[config.mk]
export PLATFORM = sky130hd
export DESIGN_NAME = reorder_buffer
export DESIGN_NICKNAME = d
export VERILOG_FILES = /design/src/rtl/reorder_buffer.sv
export SDC_FILE = /design/constraint.sdc
export NUM_CORES = 1
export LEC_CHECK = 0
export ABC_CLOCK_PERIOD_IN_PS = 5700
export BUFFER_PORTS_ARGS = -buffer_cell sky130_fd_sc_hd__clkbuf_2
export CAP_MARGIN = 10
export CORE_MARGIN = 4
export CORE_UTILIZATION = 25
export CTS_BUF_LIST = sky130_fd_sc_hd__clkbuf_16
export CTS_CLUSTER_SIZE = 10
export DETAILED_ROUTE_END_ITERATION = 16
export SLEW_MARGIN = 20
export SYNTH_ARGS = -nofsm -noshare
export SYNTH_HDL_FRONTEND = slang
export SYNTH_SLANG_ARGS = --single-unit
[constraint.sdc]
create_clock -name clock -period 5.7 [get_ports clock]
set_input_delay 0.285 -clock clock [delete_from_list [all_inputs] [get_ports clock]]
set_output_delay 0.285 -clock clock [all_outputs]
set_load 0.02 [all_outputs]
[src/rtl/reorder_buffer.sv]
// Circular in-order reorder buffer. Allocates one tag per dispatched
// instruction, records CDB completions, retires at most one completed
// instruction per cycle from the head, and serves operand lookups with a
// same-cycle CDB bypass. Tag = slot index + 1; tag 0 means "no tag".
module reorder_buffer #(
    parameter int ROB_SZ = 8,
    parameter int TAG_W  = 4
) (
    input  logic              clock,
    input  logic              reset,
    input  logic              flush,
    input  logic              dispatch_valid,
    input  logic              dispatch_rd_valid,
    input  logic [4:0]        dispatch_dest_reg,
    input  logic [31:0]       dispatch_pc,
    input  logic              cdb_valid,
    input  logic [TAG_W-1:0]  cdb_rob_tag,
    input  logic [31:0]       cdb_value,
    input  logic [TAG_W-1:0]  read_tag_a,
    input  logic [TAG_W-1:0]  read_tag_b,
    output logic              dispatch_ready,
    output logic [TAG_W-1:0]  tail_tag,
    output logic              rob_full,
    output logic              rob_empty,
    output logic [TAG_W:0]    rob_count,
    output logic              retire_valid,
    output logic [TAG_W-1:0]  retire_tag,
    output logic              retire_rd_valid,
    output logic [4:0]        retire_dest_reg,
    output logic [31:0]       retire_value,
    output logic [31:0]       retire_pc,
    output logic              read_ready_a,
    output logic              read_ready_b,
    output logic [31:0]       read_value_a,
    output logic [31:0]       read_value_b
);

    localparam int PTR_W = $clog2(ROB_SZ);
    localparam logic [TAG_W:0]   FULL_COUNT = (TAG_W+1)'(ROB_SZ);
    localparam logic [TAG_W-1:0] MAX_TAG    = TAG_W'(ROB_SZ);

    // Control state: reset asynchronously.
    logic [ROB_SZ-1:0] valid_reg;
    logic [ROB_SZ-1:0] complete_reg;
    logic [PTR_W-1:0]  head_reg;
    logic [PTR_W-1:0]  tail_reg;
    logic [TAG_W:0]    count_reg;

    // Payload storage: only meaningful while the slot is valid, so no reset.
    logic              rd_valid_mem [ROB_SZ];
    logic [4:0]        dest_mem     [ROB_SZ];
    logic [31:0]       pc_mem       [ROB_SZ];
    logic [31:0]       value_mem    [ROB_SZ];

    logic              accept;
    logic              retire;
    logic              cdb_hit;
    logic [PTR_W-1:0]  cdb_slot;

    function automatic logic tag_in_range(input logic [TAG_W-1:0] tag);
        return (tag != '0) && (tag <= MAX_TAG);
    endfunction

    function automatic logic [PTR_W-1:0] tag_to_slot(input logic [TAG_W-1:0] tag);
        return PTR_W'(tag - TAG_W'(1));
    endfunction

    assign rob_full       = (count_reg == FULL_COUNT);
    assign rob_empty      = (count_reg == '0);
    assign rob_count      = count_reg;
    assign dispatch_ready = !rob_full;
    assign tail_tag       = TAG_W'(tail_reg) + TAG_W'(1);

    // Dispatch uses the registered count only: a retire in the same cycle
    // does not make room for a dispatch while full.
    assign accept   = dispatch_valid && !rob_full;
    assign retire   = valid_reg[head_reg] && complete_reg[head_reg];
    assign cdb_slot = tag_to_slot(cdb_rob_tag);
    assign cdb_hit  = cdb_valid && tag_in_range(cdb_rob_tag) && valid_reg[cdb_slot];

    assign retire_valid    = retire;
    assign retire_tag      = retire ? TAG_W'(head_reg) + TAG_W'(1) : '0;
    assign retire_rd_valid = retire ? rd_valid_mem[head_reg] : 1'b0;
    assign retire_dest_reg = retire ? dest_mem[head_reg] : '0;
    assign retire_value    = retire ? value_mem[head_reg] : '0;
    assign retire_pc       = retire ? pc_mem[head_reg] : '0;

    // Pointers, count and per-slot valid/complete; retire is applied last so
    // a CDB aimed at the retiring head cannot resurrect it.
    always_ff @(posedge clock or negedge reset) begin
        if (!reset) begin
            valid_reg    <= '0;
            complete_reg <= '0;
            head_reg     <= '0;
            tail_reg     <= '0;
            count_reg    <= '0;
        end else if (flush) begin
            valid_reg    <= '0;
            complete_reg <= '0;
            head_reg     <= '0;
            tail_reg     <= '0;
            count_reg    <= '0;
        end else begin
            if (accept) begin
                valid_reg[tail_reg]    <= 1'b1;
                complete_reg[tail_reg] <= 1'b0;
                tail_reg               <= tail_reg + PTR_W'(1);
            end
            if (cdb_hit) begin
                complete_reg[cdb_slot] <= 1'b1;
            end
            if (retire) begin
                valid_reg[head_reg]    <= 1'b0;
                complete_reg[head_reg] <= 1'b0;
                head_reg               <= head_reg + PTR_W'(1);
            end
            count_reg <= count_reg + (TAG_W+1)'(accept) - (TAG_W+1)'(retire);
        end
    end

    // Payload writes: dispatch fields at the tail, CDB result into its slot.
    always_ff @(posedge clock) begin
        if (accept) begin
            rd_valid_mem[tail_reg] <= dispatch_rd_valid;
            dest_mem[tail_reg]     <= dispatch_dest_reg;
            pc_mem[tail_reg]       <= dispatch_pc;
        end
        if (cdb_hit) begin
            value_mem[cdb_slot] <= cdb_value;
        end
    end

    logic [TAG_W-1:0] rd_tag   [2];
    logic             rd_ready [2];
    logic [31:0]      rd_value [2];

    assign rd_tag[0]    = read_tag_a;
    assign rd_tag[1]    = read_tag_b;
    assign read_ready_a = rd_ready[0];
    assign read_ready_b = rd_ready[1];
    assign read_value_a = rd_value[0];
    assign read_value_b = rd_value[1];

    generate
        for (genvar gi = 0; gi < 2; gi++) begin : g_read
            logic [PTR_W-1:0] slot;
            logic             live;
            logic             bypass;
            assign slot   = tag_to_slot(rd_tag[gi]);
            assign live   = tag_in_range(rd_tag[gi]) && valid_reg[slot];
            assign bypass = cdb_valid && (cdb_rob_tag == rd_tag[gi]);

            // Operand lookup: a matching CDB broadcast wins over stored value.
            always_comb begin
                rd_ready[gi] = 1'b0;
                rd_value[gi] = '0;
                if (live && bypass) begin
                    rd_ready[gi] = 1'b1;
                    rd_value[gi] = cdb_value;
                end else if (live && complete_reg[slot]) begin
                    rd_ready[gi] = 1'b1;
                    rd_value[gi] = value_mem[slot];
                end
            end
        end
    endgenerate

endmodule

==> run summary <==
TritonCTS clock tree = done
Die H = 348 um
Post-Synth Adder-Cell Area = 0.00675
Hold Path Class = in2reg
worst-path cell chain = buf_4 -> buf_6 -> mux4_2 -> nand2_1 -> a21oi_1 -> clkbuf_2
status = finished, final reports clean
Routed Antenna Nets = 0
cts bufs inserted = 74
most used flip-flop cell after synthesis = edfxtp_1
CP endpoint kind = output pin
CP max stage cell = dfrtp_4
final hold violation count = 0
sequential-to-total area share from yosys stat = 0.605
maxcap violations = 0
Worst VDD drop = 0.246 mV
CTS clk-pin slew, worst paths = 50 ps
io pins = 240
Slew HR = 0.295
final-report setup violation count = 0
Final Max Slew Viols = 0
vias per cell = 5.07
CP Launch Point = head_reg[2]
Critical Path AT = 4300 ps
Syn Area/Cell = 18.0 um2
global-route wire length before repair = 131,000 um
area grow syn2layout = 19.4%
post-synth cell types = 59
initial DRC count = 1,408
pwr dens = 292 mW/mm2
Startpoint Class = flop
# Post-CTS Setup Buffers = 0
post-synthesis mux area share = 0.240
most frequent cell after synthesis = edfxtp_1
RSZ-0062 raised after global routing = no
Crit Path Max Fanout = 58
Root Buffer = clkbuf_16
Post-synth EDFFs = 560
pin count of the biggest net entering global routing = 63
CTS Buffer Depth = 3
worst path required time = 5410 ps
floorplan row count = 124
final worst setup slack = 1110 ps
via count = 17.5k
fmax = 218 MHz
Final min period = 4590 ps
WS Path Type = reg2out
Post-Route WL = 90,600 um
Synth Area in Simple Gates = 0.0460
initial antenna violation count = 11
Post-Synthesis Cells = 1,610
Worst path max stage delay = 910 ps
share of layout cells above drive strength 1 = 0.415
Placement Setup Slack = 1420 ps
DRT Pass-1 Iters = 5
IO buf count = 239
wire per inst = 26.3 um
Tcrit/Tclk final = 0.805
XOR/XNOR share of the synthesized area = 0.00658
most frequent cells after synthesis = edfxtp_1 (560), mux4_2 (277), nand2_1 (148)
Leakage = 11.1 nW
Synthesized Nets = 1,712
post-detail-place hpwl = 54,100 um
Area contributors post-synth = edfxtp_1 (58%), mux4_2 (22%), o32ai_2 (3.4%)
Starting Density = 0.253
GR Util All Layers = 0.147
Largest regs = pc_mem: 256 flops, value_mem: 256 flops, dest_mem: 40 flops
Buf+Inv Stages, Crit Path = 3
ys async rst share = 0.0460
YS warnings = 0
Hold Slack = 25.3 ps
most area-hungry cell type in the Yosys netlist = edfxtp_1
reg2reg start = head_reg[2]
Worst Tran Pin Value = 1050 ps
Synth Area in Compound Gates = 0.0660
post-route setup TNS = 0 ps
die footprint = 0.121 mm2
Clock Skew = 14.9 ps
largest family of logic cells by synthesized area = multiplexers
clock sink total = 587
Final #Nets = 1,994
remaining global-route overflow = 0
RePlAce Congestion = 0.769
# DRC = 0
# H-tree levels = 3
vias in the first global route = 18.5k
post-synthesis cell area = 0.0289 mm2
post-synth top area share = 0.582
Clk Latency, worst-skew pair = 620 ps
core region area = 0.115 mm2
CP top delay family = buffers and inverters
min-delay src = cdb_value[3]
Die W = 348 um
Yosys reg bits = 587
==> power by group <==
group | switching [mW] | internal [mW]
Sequential | 0.0435 | 4.85
Clock | 1.74 | 2.50
Combinational | 0.567 | 0.360
==> through the flow <==
step                       util  total power [mW]  instances  cell area, um2
after CTS                 0.301              10.2       3436           34500
after detailed placement  0.277              5.87       3266           31700
final                     0.301              10.1       3446           34500
after global placement    0.277              5.85       3266           31700
after global routing      0.301              10.4       3439           34500
after floorplan               -              5.53       1610           28900
==> layout make-up <==
| class | instances | area [um2] |
|---|---|---|
| Tap cell | 1512 | 1890 |
| Inverter | 30 | 115 |
| Clock inverter | 31 | 234 |
| Multi-Input combinational cell | 859 | 10700 |
| Fill cell | 11200 | 80000 |
| Timing Repair Buffer | 340 | 2120 |
| Antenna cell | 10 | 25.0 |
| Clock buffer | 77 | 1930 |
| Sequential cell | 587 | 17500 |
==> cell families after synthesis <==
| family | count (synthesis) |
|---|---|
| XOR/XNOR | 20 |
| adder cells (fa/ha/maj) | 15 |
| flip-flops | 587 |
| buffers and inverters | 164 |
| AO/OA/AOI/OAI | 187 |
| AND/OR/NAND/NOR | 291 |
| multiplexers | 346 |
==> worst paths after layout <==
kind | to | slack, ps | depth (start not counted)
max | retire_value[0] | 1110 | 6
min | value_mem[1][3] | 30 | 1
max reg2reg | rob_count[4] | 1740 | 12
min reg2reg | valid_reg[6] | 600 | 1
max in group asynchronous | head_reg[0] | 4820 | 2
min in group asynchronous | rob_count[2] | 290 | 2
==> layout by cell type (no fill, tap or decap), types with 7 or more instances in the layout <==
cell type        n
edfxtp_1       560
mux4_2         276
clkbuf_2       237
nand2_1        148
clkbuf_16       77
nand3_1         75
mux2i_1         62
dlygate4sd3_1   62
o32ai_2         60
a21oi_2         50
buf_4           39
a21oi_1         30
inv_1           28
dfrtp_1         24
nor2_1          17
ha_1            12
inv_2           11
diode_2         10
xor2_1          10
clkinv_1         9
xnor2_1          8
o21a_1           8
and3_1           7
==> worst reg2reg max path, cell delays in order (launching register included) <==
cell	delay, ps
dfrtp_4	910
inv_1	230
mux4_4	1030
inv_2	170
ha_1	240
inv_1	60
ha_1	150
inv_1	60
fa_1	410
nor2b_1	180
o21bai_1	110
nand3_1	100
nor3b_1	220
==> per-layer routing <==
layer	part of all wire	up-vias	wire length [um]	global-route usage
met5	0.00030	-	27	0
met4	0.029	4	2650	0.0464
met3	0.095	172	8650	0.0426
met2	0.50	868	45100	0.253
met1	0.38	9187	34200	0.179
li1	-	7251	-	-
==> timing repair <==
item | in CTS | in global routing
gates resized for setup | 0 | 0
hold endpoints to repair | 502 | 0
hold buffers | 62 | 0
Power figures use the tool's default switching activity.
